[config.mk]
export PLATFORM = sky130hd
export DESIGN_NAME = spi_bus_arbiter
export DESIGN_NICKNAME = d
export VERILOG_FILES = /design/src/rtl/spi_arb_pkg.sv /design/src/rtl/spi_bus_arbiter_rr_picker.sv /design/src/rtl/spi_bus_arbiter.sv
export SDC_FILE = /design/constraint.sdc
export NUM_CORES = 1
export LEC_CHECK = 0
export BUFFER_PORTS_ARGS = -buffer_cell sky130_fd_sc_hd__buf_2
export CORE_ASPECT_RATIO = 1.25
export CORE_UTILIZATION = 50
export CTS_CLUSTER_SIZE = 8
export DETAILED_ROUTE_END_ITERATION = 7
export PLACE_DENSITY = 0.88
export SETUP_SLACK_MARGIN = 0.4
export SYNTH_ARGS = -nofsm -noshare
export SYNTH_HDL_FRONTEND = slang
export SYNTH_SLANG_ARGS = --single-unit
[constraint.sdc]
create_clock -name i_clk -period 5.2 [get_ports i_clk]
set_input_delay 1.04 -clock i_clk [delete_from_list [all_inputs] [get_ports i_clk]]
set_output_delay 1.04 -clock i_clk [all_outputs]
set_load 0.01 [all_outputs]
[src/rtl/spi_arb_pkg.sv]
// Shared types and sizing for the SPI bus arbiter.
//   arb_state_t : arbiter sequencing states
//   N_REQ_MAX   : largest supported requester count
//   IDX_W       : width of an owner / pointer index
package spi_arb_pkg;

   localparam int unsigned N_REQ_MAX = 8;
   localparam int unsigned IDX_W     = $clog2(N_REQ_MAX);

   typedef enum logic [1:0] {
      IDLE,
      GRANT,
      WAIT_DONE,
      RELEASE
   } arb_state_t;

endpackage

[src/rtl/spi_bus_arbiter_rr_picker.sv]
// Combinational round-robin picker: first set request at or after ptr,
// wrapping modulo N_REQ.
//   req   : request vector
//   ptr   : round-robin start index
//   gnt   : one-hot winner (zero when no request)
//   idx   : winner index
//   valid : at least one request present
module rr_picker
   import spi_arb_pkg::*;
#(
   parameter int unsigned N_REQ = 4
) (
   input  logic [N_REQ-1:0] req,
   input  logic [IDX_W-1:0] ptr,
   output logic [N_REQ-1:0] gnt,
   output logic [IDX_W-1:0] idx,
   output logic             valid
);

   logic [N_REQ-1:0] rot;
   int unsigned      sum;

   // Rotate so bit 0 of rot is the request at ptr, then take the first set bit.
   always_comb begin
      rot   = N_REQ'({req, req} >> ptr);
      valid = 1'b0;
      idx   = '0;
      gnt   = '0;
      sum   = 0;
      for (int unsigned i = 0; i < N_REQ; i++) begin
         if (!valid && rot[i]) begin
            valid = 1'b1;
            sum   = 32'(ptr) + i;
            if (sum >= N_REQ) begin
               sum = sum - N_REQ;
            end
            idx = IDX_W'(sum);
         end
      end
      if (valid) begin
         gnt = N_REQ'(1) << idx;
      end
   end

endmodule

[src/rtl/spi_bus_arbiter.sv]
// Round-robin arbiter/sequencer sharing one SPI master between N_REQ requesters.
// Optional feature macro: SPI_ARB_TIMEOUT_EN (idle-grant timeout with forced release).
//   i_clk, i_rst          : clock, synchronous active-high reset
//   i_req/i_lock/i_wvalid : per-requester request, bus lock, byte-valid
//   i_wdata               : byte per requester, requester k at [8k+7:8k]
//   o_wready              : combinational byte accept, owner only
//   o_rvalid/o_rdata      : received byte pulse to owner, shared data
//   o_gnt/o_cs_n          : one-hot grant, active-low chip selects
//   o_spi_start/o_spi_wdata, i_spi_busy/i_spi_done/i_spi_rdata : SPI master side
//   o_timeout             : pulse on forced release
module spi_bus_arbiter
   import spi_arb_pkg::*;
#(
   parameter int unsigned N_REQ          = 4,
   parameter int unsigned TIMEOUT_CYCLES = 1024
) (
   input  logic               i_clk,
   input  logic               i_rst,
   input  logic [N_REQ-1:0]   i_req,
   input  logic [N_REQ-1:0]   i_lock,
   input  logic [N_REQ-1:0]   i_wvalid,
   input  logic [N_REQ*8-1:0] i_wdata,
   output logic [N_REQ-1:0]   o_wready,
   output logic [N_REQ-1:0]   o_rvalid,
   output logic [7:0]         o_rdata,
   output logic [N_REQ-1:0]   o_gnt,
   output logic [N_REQ-1:0]   o_cs_n,
   output logic               o_spi_start,
   output logic [7:0]         o_spi_wdata,
   input  logic               i_spi_busy,
   input  logic               i_spi_done,
   input  logic [7:0]         i_spi_rdata,
   output logic               o_timeout
);

   if (N_REQ < 2 || N_REQ > N_REQ_MAX || TIMEOUT_CYCLES < 2) begin : g_param_check
      $error("spi_bus_arbiter: unsupported N_REQ or TIMEOUT_CYCLES");
   end

   arb_state_t       state;
   logic [IDX_W-1:0] owner;
   logic [IDX_W-1:0] ptr;

   logic [N_REQ-1:0] pick_gnt;
   logic [IDX_W-1:0] pick_idx;
   logic             pick_valid;

   logic             own_wvalid;
   logic             own_lock;
   logic [7:0]       own_wdata;
   logic             handshake;
   logic             release_req;
   logic             to_hit;

   rr_picker #(
      .N_REQ (N_REQ)
   ) u_picker (
      .req   (i_req),
      .ptr   (ptr),
      .gnt   (pick_gnt),
      .idx   (pick_idx),
      .valid (pick_valid)
   );

   // o_gnt is the registered one-hot owner, so it masks out non-owner inputs.
   assign own_wvalid  = |(i_wvalid & o_gnt);
   assign own_lock    = |(i_lock & o_gnt);
   assign handshake   = (state == GRANT) && own_wvalid && !i_spi_busy;
   assign release_req = (state == GRANT) && !own_lock && !own_wvalid;
   assign o_wready    = handshake ? o_gnt : '0;

   // Owner byte select.
   always_comb begin
      own_wdata = '0;
      for (int unsigned i = 0; i < N_REQ; i++) begin
         if (o_gnt[i]) begin
            own_wdata = i_wdata[8*i +: 8];
         end
      end
   end

`ifdef SPI_ARB_TIMEOUT_EN
   localparam int unsigned TO_W = $clog2(TIMEOUT_CYCLES);

   logic [TO_W-1:0] to_cnt;

   assign to_hit = (state == GRANT) && !handshake && (to_cnt == TO_W'(TIMEOUT_CYCLES - 1));

   // Counts idle GRANT cycles; cleared by a handshake or by leaving GRANT.
   always_ff @(posedge i_clk) begin
      if (i_rst) begin
         to_cnt    <= '0;
         o_timeout <= 1'b0;
      end else begin
         o_timeout <= to_hit;
         if ((state == GRANT) && !handshake && !release_req && !to_hit) begin
            to_cnt <= to_cnt + TO_W'(1);
         end else begin
            to_cnt <= '0;
         end
      end
   end
`else
   assign to_hit    = 1'b0;
   assign o_timeout = 1'b0;
`endif

   // Arbitration and transfer sequencing.
   always_ff @(posedge i_clk) begin
      if (i_rst) begin
         state       <= IDLE;
         owner       <= '0;
         ptr         <= '0;
         o_gnt       <= '0;
         o_cs_n      <= '1;
         o_rvalid    <= '0;
         o_rdata     <= '0;
         o_spi_start <= 1'b0;
         o_spi_wdata <= '0;
      end else begin
         o_spi_start <= 1'b0;
         o_rvalid    <= '0;
         case (state)
            IDLE: begin
               if (pick_valid) begin
                  owner  <= pick_idx;
                  o_gnt  <= pick_gnt;
                  o_cs_n <= ~pick_gnt;
                  state  <= GRANT;
               end
            end
            GRANT: begin
               if (handshake) begin
                  o_spi_wdata <= own_wdata;
                  o_spi_start <= 1'b1;
                  state       <= WAIT_DONE;
               end else if (release_req || to_hit) begin
                  o_gnt  <= '0;
                  o_cs_n <= '1;
                  state  <= RELEASE;
               end
            end
            WAIT_DONE: begin
               if (i_spi_done) begin
                  o_rdata  <= i_spi_rdata;
                  o_rvalid <= o_gnt;
                  state    <= GRANT;
               end
            end
            RELEASE: begin
               ptr   <= (owner == IDX_W'(N_REQ - 1)) ? '0 : owner + IDX_W'(1);
               state <= IDLE;
            end
            default: state <= IDLE;
         endcase
      end
   end

endmodule

==> impl_metrics.yaml <==
critical_path:
  path_max_fanout: 20
  crit_required_ns: 4.16
  crit_buf_inv: 3
  path_common_cell: "buf_2"
  crit_path_cell_trace: "buf_2 > a22o_1 > a221oi_1 > buf_4 > nor3_2 > and2_1 > buf_2"
  startpoint_type: "input port"
  worst_ep_arrival_time_ns: 2.65
  cp-end-kind: "output pin"
  cp_top_family: "simple AND/OR/NAND/NOR gates"
  cp-startpoint: "i_wvalid[2]"
  rr_startpoint: "ptr[1]"
  worst_path_max_delay_cell: "nor3_2"
  max_stage_delay_ns: 0.82
  rrSetupSlack_ns: 2.69
  critPathKind: "input port to output pin"
synthesis:
  synth_top_flop_cell: "dfxtp_1"
  synth_top_family_by_area: "compound AO/OA/AOI/OAI gates"
  synthSimpleGateAreaFrac: 0.2398
  synth-seq-cells: 37
  synth-compound-area-share: 0.2405
  synthAdderAreaFrac: 0.01289
  synth_top_area_cell: "dfxtp_1"
  synth_edf_count: 0
  yosysWarnings: 0
  synthArstFlopShare: 0
  ys_seq_area_frac: 0.3817
  synth_top_area_frac: 0.3817
  synth_fp_nets: 286
  synth_cells: 228
  syn-cell-area_sq_mm: 0.001941
  synth_mux_area_frac: 0.07415
  synth.area.top_cells: "dfxtp_1 (38%), nor2_1 (6.2%), mux2i_1 (5.7%)"
  synth-xor-area-share: 0
  synth_cell_types: 50
  synth.avg_cell_area_sq_um: 8.511
global_routing:
  antenna_found_initial: 0
  grt_max_degree: 39
  grt_pass1_vias: 1868
  grt-ovfl-total: 0
  grt_pass1_wl_um: 7866
  gr-usage-all-layers: 0.2443
routing:
  via_per_inst: 5.880
  ant_nets: 0
  wl_per_cell_um: 14.27
  wl_um: 4980
  drc: 11
  dr.pass1.iters: 8
  first_iter_violations: 111
  vias: 2052
outcome:
  status: "finished, violations left"
  violations: "design-rule violations"
clock_network:
  clock_latency_ns: 0.29
  root_buffer: "clkbuf_8"
  path_clk_slew_ns: 0.07
  cts_buffers: 5
  cts_repair_resize_count: 0
  cts_max_level: 2
  cts_buffer_depth: 2
  cts_num_sinks: 37
  cts_setup_buffers: 0
  postCtsHoldBufs: 0
  cts_tree: "done"
die:
  io_pins: 90
  fp.dieW_um: 57.72
  initial_utilization: 0.5385
  rows: 24
  coreArea_sq_mm: 0.003603
  die_y_um: 71.66
  die_area_sq_mm: 0.004136
power_and_ir_drop:
  vdd_drop_max_mv: 0.2207
  pwr_density_cell_mw_per_mm2: 317.4
  p_total_uw: 792.6
  p_leak_uw: 0.001128
layout:
  diodes: 0
  fin_nets: 367
  drive_above_1_share: 0.3387
  post-route-util: 0.6931
  area_growth_pct: 28.69
  nFillCells: 314
sta:
  slew_viol_final: 0
  relSlewSlack: 0.3075
  fin_crit_ns: 3.691
  worst_clock_skew_ns: 0.007154
  tns_ns: 0
  rsz0062_at_grt: "no"
  setup_viol: 0
  worstMarginPinSlew_ns: 1.033
  fin_crit_sh: 0.7099
  hold_violations: 0
  fmaxAchievable_ghz: 0.2709
placed_design:
  port_buffers: 88
  hpwl_um: 3614
  gp_congestion: 0.8032
hold_path:
  hold_start: "o_rdata[1]"
  min_path_type: "flop to flop"
run:
  maxCapViolations: 0
## final cells by class
type	instances	area, sq um	area share
inverter	7	26.28	0.01052
clock inverter	1	30.03	0.01202
tap	39	48.80	0.01954
timing repair buffer	90	455.4	0.1824
sequential	37	740.7	0.2966
multi-input combinational	168	1110	0.4444
clock buffer	7	86.33	0.03457
## synthesized netlist by cell type, types with 2 or more instances
cell type	n
nand3_1	3
o32ai_1	3
and2_1	4
a221oi_1	9
nor2_1	32
nor3b_1	5
clkbuf_1	12
a22oi_1	2
ha_1	2
a211o_1	2
a211oi_1	8
buf_4	2
a221o_1	2
a21oi_1	17
nor3_1	16
nor2b_1	12
inv_1	6
nand3b_1	2
o32a_1	2
nand2b_1	3
dfxtp_1	37
a21o_1	2
nor4_1	3
nand2_1	5
or3_1	2
mux2i_1	11
## sequential cells by signal (all words and copies together), names as in the netlist
name         flops
o_rvalid         4
state            2
o_spi_wdata      8
o_gnt            4
owner            3
o_spi_start      1
o_rdata          8
o_cs_n           4
ptr              3
## kinds of logic after synthesis
logic type | after synthesis
buf+inv | 23
simple gates | 91
fa+ha+maj | 2
mux | 13
flops | 37
other cells | 1
compound gates | 61
## routing by layer
| layer | up-vias | routed length, um | track usage |
|---|---|---|---|
| met2 | 100 | 2490 | 0.4522 |
| met5 | - | 0 | 0 |
| met3 | 13 | 439 | 0.06318 |
| met4 | 0 | 116 | 0.1058 |
| li1 | 1001 | - | - |
| met1 | 938 | 1934 | 0.2562 |
## cells in the final DEF, fill, tap and decap left out, drive strengths merged, types with 3 or more instances in the layout
cell type | synthesis | final
a21oi | 17 | 17
inv | 7 | 7
nor3b | 5 | 5
nor2b | 12 | 12
nor3 | 16 | 16
and2 | 4 | 4
clkbuf | 12 | 7
nand2b | 3 | 3
mux2i | 11 | 11
buf | 4 | 90
a211oi | 10 | 10
nor4 | 3 | 3
a221oi | 9 | 9
o32ai | 3 | 3
dfxtp | 37 | 37
nand2 | 5 | 5
nor2 | 32 | 32
nand3 | 3 | 3
## worst min-delay path: cells and delay by family (launching register included)
kind,cells,cell delay [ns]
multiplexers,1,0.07
AND/OR/NAND/NOR,1,0.07
flip-flops,1,0.32
## final timing paths
check	to	depth (start not counted)
worst min register to register	o_rdata[1]	2
worst min-delay path	o_rdata[1]	2
worst max register to register	o_cs_n[1]	8
worst max-delay path	o_wready[0]	7
## power breakdown
part / internal (uW) / switching, uW / total, uW
registers: 305 / 26.1 / 331
logic: 93.7 / 116 / 209
clock network: 156 / 96.0 / 252
## through the flow
| stage | cells | hold WS, ns | worst slack [ns] | instance area, sq um |
|---|---|---|---|---|
| 3_3_place_gp | 341 | 0.4726 | 1.542 | 2381 |
| 5_1_grt | 349 | 0.5217 | 1.285 | 2497 |
| 3_5_place_dp | 341 | 0.4876 | 1.516 | 2381 |
| 4_1_cts | 349 | 0.5024 | 1.499 | 2497 |
| 2_1_floorplan | 228 | 0.4659 | 1.940 | 1941 |
| 6_report | 349 | 0.4971 | 1.509 | 2497 |
Note: power is estimated with default switching activity, not from simulation.
